<file path="src/rtl/irq_ctl.sv">
// irq_ctl: programmable interrupt controller (edge/level, mask, W1C pend).
// Optional IRQ_CTL_SWI_EN: STAT writes raise software interrupts.
module irq_ctl #(
  parameter int WIDTH = 18
) (
  input  logic             clk,
  input  logic             p_reset_n,
  input  logic [15:0]      src,
  input  logic             io_sel,
  input  logic             io_rd,
  input  logic             io_wr,
  input  logic [1:0]       io_addr,
  input  logic [WIDTH-1:0] din,
  output logic [WIDTH-1:0] io_dout,
  output logic             irq,
  output logic [3:0]       ivec,
  input  logic             iack
);

  logic [15:0] r_src;
  logic [15:0] r_src_d;
  logic [15:0] r_pend;
  logic [15:0] r_en;
  logic [15:0] r_mode;
  logic [15:0] r_dout;
  logic [3:0]  r_ivec;
  logic        r_irq;

  logic        w_wr;
  logic        w_rd;
  logic        w_ack;
  logic [15:0] w_ack_mask;
  logic [15:0] w_pclr;
  logic [15:0] w_swi;
  logic [15:0] w_rise;
  logic [15:0] w_edge_nxt;
  logic [15:0] w_pend_nxt;
  logic [15:0] w_active;
  logic [15:0] w_rdata;
  logic [3:0]  w_vec;
  logic        w_unused;

  assign w_wr = io_sel & io_wr;
  assign w_rd = io_sel & io_rd;

  // an iack with nothing presented is a no-op
  assign w_ack = iack & (r_ivec != 4'd0);
  assign w_ack_mask = w_ack ? (16'd1 << r_ivec) : 16'd0;
  assign w_pclr = (w_wr && io_addr == 2'd0) ? din[15:0] : 16'd0;

`ifdef IRQ_CTL_SWI_EN
  assign w_swi = (w_wr && io_addr == 2'd3) ?
                 {din[15:1], 1'b0} : 16'd0;
`else
  assign w_swi = 16'd0;
`endif

  // set beats clear so a new edge during iack is never lost
  assign w_rise     = r_src & ~r_src_d;
  assign w_edge_nxt = w_rise | (r_pend & ~(w_ack_mask | w_pclr));
  assign w_pend_nxt = ((r_mode & r_src)
                    | (~r_mode & w_edge_nxt)
                    | w_swi) & 16'hFFFE;

  assign w_active = r_pend & r_en & {16{r_en[0]}} & 16'hFFFE;

  always_comb begin
    w_vec = 4'd0;
    for (int i = 1; i < 16; i++) begin
      if (w_active[i]) w_vec = i[3:0];
    end
  end

  always_comb begin
    w_rdata = 16'd0;
    unique case (io_addr)
      2'd0: w_rdata = r_pend;
      2'd1: w_rdata = r_en;
      2'd2: w_rdata = r_mode;
      2'd3: w_rdata = {12'd0, r_ivec};
      default: w_rdata = 16'd0;
    endcase
  end

  always_ff @(posedge clk or negedge p_reset_n) begin
    if (!p_reset_n) begin
      r_src   <= '0;
      r_src_d <= '0;
      r_pend  <= '0;
      r_en    <= '0;
      r_mode  <= '0;
      r_dout  <= '0;
      r_ivec  <= '0;
      r_irq   <= 1'b0;
    end else begin
      r_src   <= src;
      r_src_d <= r_src;
      r_pend  <= w_pend_nxt;
      if (w_wr && io_addr == 2'd1) r_en   <= din[15:0];
      if (w_wr && io_addr == 2'd2) r_mode <= din[15:0];
      if (w_rd) r_dout <= w_rdata;
      // hide the serviced vector for one cycle after iack
      r_ivec <= w_ack ? 4'd0 : w_vec;
      r_irq  <= !w_ack && (w_vec != 4'd0);
    end
  end

  assign io_dout  = WIDTH'(r_dout);
  assign irq      = r_irq;
  assign ivec     = r_ivec;
  assign w_unused = ^din;

endmodule
</file>
<file path="config.mk">
export PLATFORM = sky130hd
export DESIGN_NAME = irq_ctl
export DESIGN_NICKNAME = d
export VERILOG_FILES = /design/src/rtl/irq_ctl.sv
export SDC_FILE = /design/constraint.sdc
export NUM_CORES = 1
export LEC_CHECK = 0
export ABC_AREA = 1
export CAP_MARGIN = 0
export CORE_ASPECT_RATIO = 2
export CORE_MARGIN = 2
export CORE_UTILIZATION = 55
export CTS_BUF_LIST = sky130_fd_sc_hd__clkbuf_4 sky130_fd_sc_hd__clkbuf_8
export CTS_CLUSTER_SIZE = 25
export DETAILED_ROUTE_END_ITERATION = 10
export GPL_TIMING_DRIVEN = 0
export PLACE_DENSITY = 0.83
export SETUP_SLACK_MARGIN = 0.2
export SLEW_MARGIN = 20
export SYNTH_ARGS = -nofsm -noshare
export SYNTH_HDL_FRONTEND = slang
export SYNTH_SLANG_ARGS = --single-unit
</file>
<file path="constraint.sdc">
create_clock -name clk -period 1.88 [get_ports clk]
set_input_delay 0.564 -clock clk [delete_from_list [all_inputs] [get_ports clk]]
set_output_delay 0.564 -clock clk [all_outputs]
set_load 0.1 [all_outputs]
</file>
==> results.md <==
* Yosys cell types at 21
* H-tree level count at 3
* Area Overhead vs Synth at 27.0%
* First-pass GRT wire length at 17.3 mm
* Setup Viol. Count Final at 0
* Total wire length at approximately 11 mm
* Hold Fails Final Rpt at 0
* Yosys reg bits at a little under 100
* Fin. max-slew vios at 0
* Synth Warn # at 0
* Vias per cell at about 5.5
* Seq/Total Area, Yosys at 0.605
* Met1 WL at just over 4 mm
* Worst-skew pair later-pin latency at ~0.37 ns
* Cells after Synth at approximately 450
* CTS Buf Count at 9
* Max-cap viol count at 0
* Mapped Area at 4050 um2
* Net count reported at finish at 566
* Kind of end point of the critical path: flop
* Syn Area/Cell at 9.09 um2
* Final Skew at about 0.0064 ns
* Total gr overflow at 0
* Core area at about 7200 um2
* Crit Path Category: flop to flop
* Clk buf depth at 2
* Layout Utilization at 0.713
* Post-route DRC at 0
* Pin count of the biggest net entering global routing at 87
* RSZ-0062 raised after global routing: true
* Via count at around 3400
* Final antenna-violating net count at 0
* Post-DP HPWL at between 7 and 8 mm
* Routed wire length on met3 at 491 um
* Status: finished clean
* Die area at 8110 um2
* Worst-margin pin slew at 0.567 ns
* Starting Density at 0.562
* Initial antenna violation count at 0
* Wire length per cell at 18.0 um
* P per Cell Area at ~1300 nW/um2
* Starting DRT DRC Count at between 200 and 300
* WHS at 0.380 ns
* Uppermost layer routed: met4
* Most frequent cells in the layout: 106 x nand2_1, 94 x dfrtp_1, 57 x o21ai_0
* Crit path time final at about 1.7 ns
* FP Rows at 44
* Reg clk slew, reported paths at ~0.09 ns
* Fmax at 0.604 GHz
* Period utilization at 0.881
* CTS tree: built
* GRT Total Usage at 0.294
* CP required at between 2 and 2.5 ns
* Die height at between 100 and 150 um
* Largest cells by area after synthesis: dfrtp_1 61%, nand2_1 10%, o21ai_0 7.4%
* # port buffers at 58
* Critical path data arrival time at between 1.5 and 2 ns
* Worst vdd ir at 0.860 mV
* Die Span X at between 60 and 70 um
* Clock root buffer: clkbuf_8
* Placer Congestion at a little over 0.9
* Most common cell after layout, fill and taps aside: nand2_1
* CP Max Fanout at 7
* Hold crit path type: flop to flop
* Top cell type's share of synthesized area at 0.605
* Dpl cells at approximately 600
* DRT Pass-1 Iters at 7
* Leakage power at about 2.5 nW
* Clock sink count at 98
* Met2 wire len at between 6 and 7 mm
* N_diodes at 0
* Cell taking the most area after synthesis: dfrtp_1
* I/O Pins at between 60 and 70
* Non-Filler Instances at between 600 and 700
* Startpoint types: flop
* Slew Limit Headroom at 0.622
* Layout cells sized above 1 at 0.165
* Vias in the first global route at approximately 3500
-- metal layers --
| metal | up-vias | track usage |
|---|---|---|
| met5 | - | 0 |
| met4 | 0 | 0.143 |
| met3 | 26 | 0.0603 |
| met2 | 113 | 0.518 |
| met1 | 1675 | 0.331 |
| li1 | 1616 | - |
-- flip-flops by register name, summed over array words and instances (netlist names) --
signal / flops
r_mode: 16
r_src: 15
ivec: 4
r_src_d: 15
r_pend: 15
irq: 1
r_en: 16
r_dout: 16
-- Yosys cell counts (all sizes together) --
library cell and number:
a41oi 3, o41ai 3, inv 53, o21ai 60
nor2 37, o221ai 2, dfrtp 98, a31oi 2
nor3 7, o211ai 10, o21bai 1, nand3 20
a21oi 7, nand2 113, buf 12, conb 1
clkbuf 5, a221oi 12
-- stage by stage --
step / total power [mW] / TNS [ns] / instance area (um2) / setup WS (ns)
2_1_floorplan: 4.33 / 0 / 4060 / 0.258
3_3_place_gp: 4.96 / -336.16 / 4760 / -3.47
3_5_place_dp: 5.01 / -31.02 / 4790 / -0.668
4_1_cts: 6.53 / 0 / 5060 / 0.111
5_1_grt: 6.87 / 0 / 5140 / 0.0918
6_report: 6.56 / 0 / 5140 / 0.224
-- kinds of logic (layout without fill, tap and decap cells) --
group,count (synthesis),count (layout),synth area share
compound gates,100,100,0.149
buf+inv,70,151,0.0710
flops,98,98,0.605
other cells,1,2,0.000925
simple gates,177,177,0.174
-- path summary, 6_finish.rpt --
check	from	to	slack, ns	depth (start not counted)
max	r_en[0]	irq	0.22	16
min	r_src[9]	r_src_d[9]	0.38	0
max reg2reg	r_en[0]	irq	0.22	16
min reg2reg	r_src[9]	r_src_d[9]	0.38	0
max in group asynchronous	p_reset_n	r_dout[12]	0.66	3
min in group asynchronous	p_reset_n	r_src[3]	0.57	2
-- report_power, final --
part | switching [mW] | total [mW] | internal [mW]
Clock | 0.684 | 1.50 | 0.817
Sequential | 0.340 | 2.82 | 2.48
Combinational | 1.62 | 2.24 | 0.622
Total | 2.64 | 6.56 | 3.92
-- final cells by class --
type,instances,area [um2]
inverters,53,201
clock inverters,4,73.8
well taps,92,115
multi-input cells,279,1400
flip-flops and latches,98,2460
clock buffers,11,151
fillers,563,2070
plain buffers,17,119
repair buffers,66,628
-- worst max-delay path, cell delays in order, from the launching register on --
cell     delay, ns
dfrtp_1       0.39
buf_6         0.15
buf_4         0.15
nand3_2       0.09
nand2_1       0.06
nand2_1       0.07
nand2_1       0.05
nand2_1       0.06
nand2_1       0.05
nand2_1       0.05
nand2_1       0.06
nand2_1       0.06
nand2_1       0.05
nand2_1       0.05
nand2_1       0.04
nand2_1       0.08
nand2_1       0.05
-- what timing repair did --
action,4_1_cts,5_1_grt
pin swaps,1,4
gates resized for setup,154,18
setup endpoints to repair,81,22
hold buffers,1,0
endpoints found under the hold margin,12,0
setup buffers,3,3
Note: power is estimated with default switching activity, not from simulation.
